===== src/rtl/uart_pkg.sv =====
// Shared types and default constants for the UART receive FIFO.
package uart_pkg;

    typedef logic [7:0] uart_byte_t;

    typedef enum logic [1:0] {
        T_IDLE    = 2'd0,
        T_COUNT   = 2'd1,
        T_EXPIRED = 2'd2
    } uart_to_state_t;

    localparam int unsigned UART_RXF_DEPTH   = 16;
    localparam int unsigned UART_RXF_THRESH  = 8;
    localparam int unsigned UART_RXF_TIMEOUT = 1024;

endpackage


===== src/rtl/uart_rx_fifo_if.sv =====
// Producer/consumer signal bundle for uart_rx_fifo; slave is the FIFO side.
interface uart_rx_fifo_if #(
    parameter int unsigned DEPTH = uart_pkg::UART_RXF_DEPTH
);
    import uart_pkg::*;

    localparam int unsigned LW = $clog2(DEPTH) + 1;

    uart_byte_t  wr_data;
    logic        wr_done;
    uart_byte_t  rd_data;
    logic        rd_valid;
    logic        rd_ready;
    logic [LW-1:0] level;
    logic        overflow;
    logic        ovf_clr;
    logic        timeout;
    logic        thresh_irq;

    modport master (
        output wr_data, wr_done, rd_ready, ovf_clr,
        input  rd_data, rd_valid, level, overflow, timeout, thresh_irq
    );

    modport slave (
        input  wr_data, wr_done, rd_ready, ovf_clr,
        output rd_data, rd_valid, level, overflow, timeout, thresh_irq
    );

endinterface


===== src/rtl/uart_rx_timeout.sv =====
// Idle timeout FSM: counts cycles without FIFO activity while the FIFO holds data.
module uart_rx_timeout
    import uart_pkg::*;
#(
    parameter int unsigned TIMEOUT_CYC = UART_RXF_TIMEOUT
) (
    input  logic clk,
    input  logic rst,
    input  logic level_nz_i,
    input  logic wr_evt_i,
    input  logic rd_evt_i,
    output logic timeout_o
);

    localparam int unsigned CntW = $clog2(TIMEOUT_CYC);

    uart_to_state_t  state_q, state_d;
    logic [CntW-1:0] cnt_q, cnt_d;
    logic            evt;

    assign evt = wr_evt_i | rd_evt_i;

    always_ff @(posedge clk or posedge rst) begin
        if (rst) begin
            state_q <= T_IDLE;
            cnt_q   <= '0;
        end else begin
            state_q <= state_d;
            cnt_q   <= cnt_d;
        end
    end

    // level_nz_i reflects the level after this cycle, so emptying forces idle.
    always_comb begin
        state_d = state_q;
        cnt_d   = cnt_q;
        if (!level_nz_i) begin
            state_d = T_IDLE;
            cnt_d   = '0;
        end else begin
            unique case (state_q)
                T_IDLE: begin
                    state_d = T_COUNT;
                    cnt_d   = '0;
                end
                T_COUNT: begin
                    if (evt) begin
                        cnt_d = '0;
                    end else if (cnt_q == CntW'(TIMEOUT_CYC - 1)) begin
                        state_d = T_EXPIRED;
                        cnt_d   = '0;
                    end else begin
                        cnt_d = cnt_q + CntW'(1);
                    end
                end
                T_EXPIRED: begin
                    if (evt) begin
                        state_d = T_COUNT;
                        cnt_d   = '0;
                    end
                end
                default: begin
                    state_d = T_IDLE;
                    cnt_d   = '0;
                end
            endcase
        end
    end

    assign timeout_o = (state_q == T_EXPIRED);

endmodule


===== src/rtl/uart_rx_fifo.sv =====
// Show-ahead byte FIFO behind a UART receiver with sticky overflow and idle timeout.
// Optional registered threshold interrupt under UART_RX_FIFO_THRESH_IRQ_EN.
module uart_rx_fifo
    import uart_pkg::*;
#(
    parameter int unsigned DEPTH       = UART_RXF_DEPTH,
    parameter int unsigned THRESH      = UART_RXF_THRESH,
    parameter int unsigned TIMEOUT_CYC = UART_RXF_TIMEOUT
) (
    input logic           clk,
    input logic           rst,
    uart_rx_fifo_if.slave bus_io
);

    localparam int unsigned AW = $clog2(DEPTH);
    localparam int unsigned LW = AW + 1;

    if (THRESH < 1 || THRESH > DEPTH || DEPTH < 4 || (DEPTH & (DEPTH - 1)) != 0)
    begin : g_bad_param
        $error("uart_rx_fifo: illegal DEPTH/THRESH");
    end

    uart_byte_t    mem_q [DEPTH];
    logic [AW-1:0] wptr_q, wptr_d, rptr_q, rptr_d;
    logic [LW-1:0] level_q, level_d;
    logic          overflow_q, overflow_d;
    logic          pop, wr_acc, drop;

    assign pop    = (level_q != '0) && bus_io.rd_ready;
    // A pop frees a slot in the same cycle, so a full FIFO still accepts.
    assign wr_acc = bus_io.wr_done && ((level_q < LW'(DEPTH)) || pop);
    assign drop   = bus_io.wr_done && !wr_acc;

    always_comb begin
        wptr_d     = wr_acc ? wptr_q + AW'(1) : wptr_q;
        rptr_d     = pop ? rptr_q + AW'(1) : rptr_q;
        level_d    = level_q + LW'(wr_acc) - LW'(pop);
        overflow_d = drop ? 1'b1 : (bus_io.ovf_clr ? 1'b0 : overflow_q);
    end

    always_ff @(posedge clk or posedge rst) begin
        if (rst) begin
            wptr_q     <= '0;
            rptr_q     <= '0;
            level_q    <= '0;
            overflow_q <= 1'b0;
        end else begin
            wptr_q     <= wptr_d;
            rptr_q     <= rptr_d;
            level_q    <= level_d;
            overflow_q <= overflow_d;
        end
    end

    always_ff @(posedge clk) begin
        if (wr_acc) begin
            mem_q[wptr_q] <= bus_io.wr_data;
        end
    end

    assign bus_io.rd_data  = (level_q == '0) ? 8'h00 : mem_q[rptr_q];
    assign bus_io.rd_valid = (level_q != '0);
    assign bus_io.level    = level_q;
    assign bus_io.overflow = overflow_q;

    uart_rx_timeout #(
        .TIMEOUT_CYC (TIMEOUT_CYC)
    ) u_timeout (
        .clk        (clk),
        .rst        (rst),
        .level_nz_i (level_d != '0),
        .wr_evt_i   (wr_acc),
        .rd_evt_i   (pop),
        .timeout_o  (bus_io.timeout)
    );

`ifdef UART_RX_FIFO_THRESH_IRQ_EN
    logic thresh_q;

    always_ff @(posedge clk or posedge rst) begin
        if (rst) begin
            thresh_q <= 1'b0;
        end else begin
            thresh_q <= (level_d >= LW'(THRESH));
        end
    end

    assign bus_io.thresh_irq = thresh_q;
`else
    assign bus_io.thresh_irq = 1'b0;
`endif

endmodule


===== src/flat_wrapper.sv =====
// flat-port wrapper written by rule: the top's interface ports become plain ports
module uart_rx_fifo_flat import uart_pkg::*;
#(
    parameter int unsigned DEPTH       = UART_RXF_DEPTH,
    parameter int unsigned THRESH      = UART_RXF_THRESH,
    parameter int unsigned TIMEOUT_CYC = UART_RXF_TIMEOUT
)
  (clk, rst, bus_io_wr_data, bus_io_wr_done, bus_io_rd_ready, bus_io_ovf_clr, bus_io_rd_data, bus_io_rd_valid, bus_io_level, bus_io_overflow, bus_io_timeout, bus_io_thresh_irq);
  uart_rx_fifo_if #(.DEPTH(DEPTH)) bus_io_i ();
  input logic clk;
  input logic rst;
  input wire logic [$bits(bus_io_i.wr_data)-1:0] bus_io_wr_data;
  input wire logic [$bits(bus_io_i.wr_done)-1:0] bus_io_wr_done;
  input wire logic [$bits(bus_io_i.rd_ready)-1:0] bus_io_rd_ready;
  input wire logic [$bits(bus_io_i.ovf_clr)-1:0] bus_io_ovf_clr;
  output wire logic [$bits(bus_io_i.rd_data)-1:0] bus_io_rd_data;
  output wire logic [$bits(bus_io_i.rd_valid)-1:0] bus_io_rd_valid;
  output wire logic [$bits(bus_io_i.level)-1:0] bus_io_level;
  output wire logic [$bits(bus_io_i.overflow)-1:0] bus_io_overflow;
  output wire logic [$bits(bus_io_i.timeout)-1:0] bus_io_timeout;
  output wire logic [$bits(bus_io_i.thresh_irq)-1:0] bus_io_thresh_irq;
  assign bus_io_i.wr_data = bus_io_wr_data;
  assign bus_io_i.wr_done = bus_io_wr_done;
  assign bus_io_i.rd_ready = bus_io_rd_ready;
  assign bus_io_i.ovf_clr = bus_io_ovf_clr;
  assign bus_io_rd_data = bus_io_i.rd_data;
  assign bus_io_rd_valid = bus_io_i.rd_valid;
  assign bus_io_level = bus_io_i.level;
  assign bus_io_overflow = bus_io_i.overflow;
  assign bus_io_timeout = bus_io_i.timeout;
  assign bus_io_thresh_irq = bus_io_i.thresh_irq;
  uart_rx_fifo #(.DEPTH(DEPTH), .THRESH(THRESH), .TIMEOUT_CYC(TIMEOUT_CYC)) u_core (.clk(clk), .rst(rst), .bus_io(bus_io_i));
endmodule

===== config.mk =====
export PLATFORM = sky130hd
export DESIGN_NAME = uart_rx_fifo_flat
export DESIGN_NICKNAME = d
export VERILOG_FILES = /design/src/rtl/uart_pkg.sv /design/src/rtl/uart_rx_fifo_if.sv /design/src/rtl/uart_rx_timeout.sv /design/src/rtl/uart_rx_fifo.sv /design/src/flat_wrapper.sv
export SDC_FILE = /design/constraint.sdc
export NUM_CORES = 1
export LEC_CHECK = 0
export ABC_AREA = 1
export BUFFER_PORTS_ARGS = -buffer_cell sky130_fd_sc_hd__buf_2
export CORE_MARGIN = 3
export CORE_UTILIZATION = 50
export CTS_CLUSTER_DIAMETER = 100
export DETAILED_ROUTE_END_ITERATION = 10
export PLACE_DENSITY = 0.7
export REMOVE_ABC_BUFFERS = 1
export SYNTH_ARGS = -nofsm -noshare
export SYNTH_HDL_FRONTEND = slang
export SYNTH_HIERARCHICAL = 1
export SYNTH_SLANG_ARGS = --single-unit

===== constraint.sdc =====
create_clock -name clk -period 8.41 [get_ports clk]
set_input_delay 1.2615 -clock clk [delete_from_list [all_inputs] [get_ports clk]]
set_output_delay 1.2615 -clock clk [all_outputs]
set_load 0.01 [all_outputs]

## Word-level counts from Yosys, hierarchy flattened

Memories as Yosys holds them, arrays and structs flattened.
Cells that the tools add are included.
W data, S select, Z words.

| cells by class | value |
|---|---|
| add/sub/neg operators | 5 |
| multipliers | 0 |
| div/mod/pow operators | 0 |
| $lt $le $gt $ge | 1 |
| equality and inequality tests | 6 |
| shifts and indexed selects | 0 |
| mux-type cells | 15 |
| bitwise operators | 1 |
| reductions and logical operators | 11 |

Operators with widths:

| cell | count |
|---|---|
| $mux W10 | 4 |
| $pmux W10 S2 | 1 |
| $add A10 B1 Y10 const B | 1 |
| $eq A10 B10 Y1 const B | 1 |
| $reduce_bool A5 Y1 | 2 |
| $add A4 B1 Y4 const B | 2 |
| $mux W2 | 4 |
| $mux W8 | 1 |
| $ne A3 B3 Y1 const B | 2 |
| $pmux W2 S3 | 1 |
| $add A5 B1 Y5 | 1 |
| $logic_not A5 Y1 | 1 |
| $lt A5 B5 Y1 const B | 1 |
| $sub A5 B1 Y5 | 1 |
| $mux W1 | 4 |
| $logic_and A1 B1 Y1 | 3 |
| $ne A3 B2 Y1 const B | 1 |
| $reduce_and A3 Y1 | 1 |
| $eq A2 B1 Y1 const B | 1 |
| $eq A2 B2 Y1 const B | 1 |
| $logic_not A2 Y1 | 1 |
| $reduce_bool A2 Y1 | 1 |
| $logic_not A1 Y1 | 1 |
| $logic_or A1 B1 Y1 | 1 |
| $or A1 B1 Y1 | 1 |

| word-level totals | value |
|---|---|
| register bits after elaboration | 26 |
| bits in latches | 0 |
| memory bits (writable) | 128 |
| bits in read-only memories | 0 |
| input port bits | 13 |
| output and inout bits | 17 |
| logic and storage cells | 46 |
| memories kept | 1 |

Memory list:

| name | depth | bits a word | read ports | clocked after Yosys merged registers in | write ports | RTL line | text |
|---|---|---|---|---|---|---|---|
| u_core.mem_q | 16 | 8 | 1 | 0 | 1 | uart_rx_fifo.sv:23 | `uart_byte_t mem_q [DEPTH];` |

## Longest topological paths before layout

| depth | value |
|---|---|
| depth in word-level cells | 9 |
| mapped depth | 20 |
| depth with buffers taken out | 20 |

## Cells and area by module

The synthesis kept the hierarchy.

By module, submodules not included:

| module | instances | cells an instance | area each (µm²) | seq. area each (µm²) |
|---|---|---|---|---|
| uart_rx_fifo | 1 | 608 | 6,291.0 | 4,194.0 |
| uart_rx_timeout | 1 | 103 | 744.5 | 300.3 |

## Worst setup path after synthesis

No wires, ideal clock.

| timing | value |
|---|---|
| path type | in2reg |
| start point | input bus_io_rd_ready |
| end point | register u_core.u_timeout.cnt_q[5] |
| setup time | 71 ps |
| arrival time | 3,396 ps |
| data required time | 8,339 ps |
| setup slack | 4,943 ps |
| cell stages on the path | 17 |
| buffers on the path | 0 |
| path through | nand2_1 -> inv_1 -> ha_1 -> inv_1 -> ha_1 -> inv_1 -> fa_1 -> o21ai_0 -> xnor2_1 -> nor2_1 -> nand2_1 -> nand3_1 -> nor2_4 -> nand2_2 -> inv_2 -> nor2_4 -> nor2_1 |

| between the ends | value |
|---|---|
| longest elaborated chain between the ends | 7 |
| elaborated cells between the ends (all ways) | 11 |
| classes of those cells | 2 x add/sub; 1 x eq/ne; 3 x mux; 1 x bitwise; 4 x reduce/logical |

Ends and longest elaborated chain:

| item | RTL line | text |
|---|---|---|
| start, declared | flat_wrapper.sv:14 | `input wire logic [$bits(bus_io_i.rd_ready)-1:0] bus_io_rd_ready;` |
| $logic_and A1 B1 Y1 * | uart_rx_fifo.sv:29 | `assign pop = (level_q != '0) && bus_io.rd_ready;` |
| via u_core.pop | uart_rx_fifo.sv:27 | `logic pop, wr_acc, drop;` |
| $logic_or A1 B1 Y1 | uart_rx_fifo.sv:31 | `assign wr_acc = bus_io.wr_done && ((level_q < LW'(DEPTH)) \|\| pop);` |
| $logic_and A1 B1 Y1 | uart_rx_fifo.sv:31 |  |
| $add A5 B1 Y5 | uart_rx_fifo.sv:37 | `level_d = level_q + LW'(wr_acc) - LW'(pop);` |
| $sub A5 B1 Y5 * | uart_rx_fifo.sv:37 |  |
| via u_core.level_d[4] | uart_rx_fifo.sv:25 | `logic [LW-1:0] level_q, level_d;` |
| $reduce_bool A5 Y1 * | uart_rx_fifo.sv:71 | `.level_nz_i (level_d != '0),` |
| $ne A3 B2 Y1 (no source line) or $mux W10 (tied branches) | -- |  |
| end signal, assigned | uart_rx_timeout.sv:29 | `cnt_q <= cnt_d;` |
| end, declared | uart_rx_timeout.sv:18 | `logic [CntW-1:0] cnt_q, cnt_d;` |

Mark *: on every way through the listed nets, which the timed path passes. The rest lies on a longest branch.
A chain may end at the register's enable or synchronous reset.

## Final worst setup path

| timing | value |
|---|---|
| start point | register u_core.rptr_q[2] |
| end point | output bus_io_rd_data[5] |

| between the ends | value |
|---|---|
| longest elaborated chain between the ends | 2 |

Ends and longest elaborated chain:

| item | RTL line | text |
|---|---|---|
| start, declared | uart_rx_fifo.sv:24 | `logic [AW-1:0] wptr_q, wptr_d, rptr_q, rptr_d;` |
| start signal, assigned | uart_rx_fifo.sv:49 | `rptr_q <= rptr_d;` |
| $mem_v2 Z16 W8 | -- |  |
| $mux W8 | uart_rx_fifo.sv:61 | `assign bus_io.rd_data = (level_q == '0) ? 8'h00 : mem_q[rptr_q];` |
| end, declared | flat_wrapper.sv:16 | `output wire logic [$bits(bus_io_i.rd_data)-1:0] bus_io_rd_data;` |

Every way passes these cells.

==> impl_metrics.csv <==
group,metric,value,unit
worst_setup_path,reg2regPathDepth,18,
placed_design,port-buffer-count,28,
clock_tree,cts_buffers,17,
synthesis,synth_top_cell_area_share,54.6,%
drt,wl_per_cell,16.8,um
placed_design,place_congestion,0.844,
sta,finalSetupViolations,0,
drt,wl,15500,um
worst_hold_path,hold_path_end,"u_core/u_timeout/cnt_q[1]",
run_status,run_status,"finished clean",
final_layout,fill_cells,1137,
global_routing,first_global_vias,4995,
synthesis,synth_seq_cells,154,
worst_setup_path,path_max_fanout,18,
worst_setup_path,r2r-start,"u_core/bus_io.level[2]",
worst_setup_path,worstPathCellList,"clkinv_1 > nand3_1 > nand3_1 > a21oi_1 > buf_2",
worst_setup_path,end_kind,"output port",
drt,vias,4884,
sta,hold_viol,0,
sta,tns,0,ns
clock_tree,cts_setup_buffers,0,
sta,clock.fmax,0.234,GHz
final_layout,seqCellArea,4500,um^2
drt,drt_iter0_drc,595,
sta,fin_worst_skew,0.00669,ns
global_routing,grt_max_degree,67,
sta,fin_crit_sh,50.8,%
synthesis,yosysSeqAreaShare,63.9,%
global_routing,gr-total-overflow,0,
clock_tree,postCtsHoldBufs,0,
sta,worst_pin_slew,1.27,ns
synthesis,ys_top_cells_by_count,"nand2_1 (238), edfxtp_1 (128), inv_1 (101)",
drt,drtAntennaViolNets,0,
sta,finalCriticalPeriod,4.28,ns
clock_tree,cts_root_buffer,"clkbuf_16",
clock_tree,clk_pin_slew,0.06,ns
synthesis,synth_top_flop_cell,"edfxtp_1",
final_layout,antenna_cells,0,
worst_setup_path,critPathBufInv,2,
worst_setup_path,slowest_delay,0.82,ns
synthesis,synthArstFlopShare,16.9,%
final_layout,multi_input_area,1980,um^2
pwr,peakVddDrop,0.233,mV
worst_setup_path,rrSetupSlack,4.85,ns
worst_setup_path,critPathSlowestCell,"clkinv_1",
clock_tree,cts_resized,0,
synthesis,synthesis.area,7040,um^2
clock_tree,cts_buffer_depth,2,
clock_tree,clkSinkCount,154,
global_routing,antenna_found_initial,0,
drt,drc,0,
synthesis,syn_inst,711,
worst_setup_path,path_common_cell,"nand3_1",
final_layout,area_growth,10.8,%
global_routing,grt_pass1_wl,25300,um
sta,rsz0062_at_grt,"false",
final_layout,nNetsFinal,760,
synthesis,synth.area.top_cells,"edfxtp_1 (55%), nand2_1 (13%), dfrtp_1 (9.2%)",
final_layout,stdcell_area,7800,um^2
worst_setup_path,crit_type,"register to output port",
clock_tree,clk_latency,0.42,ns
placed_design,dp_cells,891,
worst_setup_path,rr_endpoint,"u_core/u_timeout/cnt_q[7]",
final_layout,fin_cells,923,
die,top_level_ports,30,
synthesis,yosysWarnings,6,
synthesis,synth.most_common_cell,"nand2_1",
flow_run,cap_violations,0,
worst_setup_path,path_delay_family,"buffers and inverters",
synthesis,synth_edf_count,128,
die,start_util,52.1,%
die,std_cell_rows,42,
drt,viasPerCell,5.29,
drt,first_pass_iters,5,
worst_setup_path,required,7.15,ns
worst_hold_path,min-delay-start,"u_core/u_timeout/cnt_q[1]",
sta,slew_headroom,15.4,%
sta,layout_setup_ws,4.13,ns
placed_design,dp_hpwl,9760,um
pwr,p_leak,3.41,nW
die,die_w,125,um
clock_tree,cts_tree,"done",
global_routing,grt_usage,21.0,%
die,die-area,15500,um^2
pwr,power,2.60,mW
synthesis,yosysTopAreaCell,"edfxtp_1",
placed_design,place_worst_setup_slack,4.37,ns
worst_hold_path,min_path_type,"register to register",
die,die_h,125,um
synthesis,avgSynthCellArea,9.90,um^2
synthesis,synth.distinct_cells,29,
worst_setup_path,crit_path_start_kind,"register",
placed_design,placed_cell_area,7260,um^2
die,core_area,13500,um^2
pwr,p_per_area,334,nW/um^2
clock_tree,htree_levels,4,
final_layout,layout-drive-gt1-share,9.37,%
worst_setup_path,critPathArrivalTime,3.01,ns
worst_hold_path,whs_path_depth,2,
sta,slew_viol_final,0,
-- routing by layer --
metal	track usage [%]	up-vias	wire length, um
met5	0	-	0
li1	-	2334	-
met2	33.4	180	7510
met4	9.09	0	357
met3	5.45	27	1060
met1	27.3	2343	6580
-- layout make-up --
cell class                      instances  area share (%)
Multi-Input combinational cell        425            25.4
Clock inverter                         12            1.36
Sequential cell                       154            57.6
Tap cell                              176            2.82
Inverter                              105            5.05
Clock buffer                           20            5.60
Timing Repair Buffer                   31            2.09
-- cell usage in the layout, fill, tap and decap left out, types with 2 or more instances in the layout --
| cell | count |
|---|---|
| nand3_2 | 2 |
| buf_2 | 28 |
| o21ai_0 | 6 |
| ha_1 | 12 |
| buf_4 | 3 |
| a21oi_1 | 12 |
| nor2_1 | 33 |
| nand3_1 | 94 |
| clkbuf_1 | 3 |
| nor2_2 | 2 |
| xor2_1 | 9 |
| nand2_2 | 2 |
| clkinv_2 | 4 |
| dfrtp_1 | 25 |
| bufinv_16 | 2 |
| xnor2_1 | 2 |
| nand4_1 | 4 |
| clkinv_1 | 6 |
| inv_1 | 101 |
| clkbuf_16 | 17 |
| edfxtp_1 | 128 |
| inv_2 | 3 |
| nand2_1 | 238 |
| nor2_4 | 3 |
-- state kept, by name (all words and copies together), names as in the netlist --
name and cells:
u_core/bus_io.level 5, u_core/rptr_q 4, u_core/bus_io.overflow 1, u_core/wptr_q 4
u_core/mem_q 128, u_core/u_timeout/state_q 2, u_core/u_timeout/cnt_q 10
-- worst register-to-register path: cells and delay by family (launching register included) --
kind / cells / cell delay, ns
AOI/OAI and AO/OA: 1 / 0.22
xor gates and xnor gates: 1 / 0.18
adders and majority gates: 4 / 1.04
buffers and inverters: 5 / 0.63
DFF: 1 / 0.42
and+or+nand+nor: 7 / 0.99
-- logic make-up (layout without fill, tap and decap cells) --
kind of cell,count (synthesis),count (layout),synth area share [%]
XOR/XNOR,11,11,1.37
other,1,1,0.0533
adder cells (fa/ha/maj),13,13,2.42
AND/OR/NAND/NOR,380,380,22.8
flip-flops,154,154,63.9
buffers and inverters,132,168,7.93
AO/OA/AOI/OAI,20,20,1.51
-- worst max path at each step --
stage                     start                   endpoint  slack [ns]  depth (start not counted)
6_report       u_core/rptr_q[2]          bus_io_rd_data[5]        4.13                          5
5_1_grt        u_core/rptr_q[2]          bus_io_rd_data[5]        4.05                          5
4_1_cts        u_core/rptr_q[2]          bus_io_rd_data[5]        4.21                          5
3_5_place_dp    bus_io_rd_ready  u_core/u_timeout/cnt_q[8]        4.37                         16
3_3_place_gp    bus_io_rd_ready  u_core/u_timeout/cnt_q[5]        4.57                         16
2_1_floorplan  u_core/rptr_q[0]          bus_io_rd_data[3]        4.54                          6
-- where the power goes --
part	leakage [nW]	total (mW)	internal (mW)	switching (mW)
Sequential	1.48	0.993	0.924	0.0695
Combinational	1.66	0.898	0.280	0.618
Clock	0.265	0.712	0.428	0.283
-- through the flow --
step / util (%) / hold slack [ns]
3_3_place_gp: 53.7 / 0.495
5_1_grt: 57.7 / 0.570
2_1_floorplan: - / 0.475
3_5_place_dp: 53.7 / 0.509
4_1_cts: 57.7 / 0.525
6_report: 57.7 / 0.521
Power figures use the tool's default switching activity.
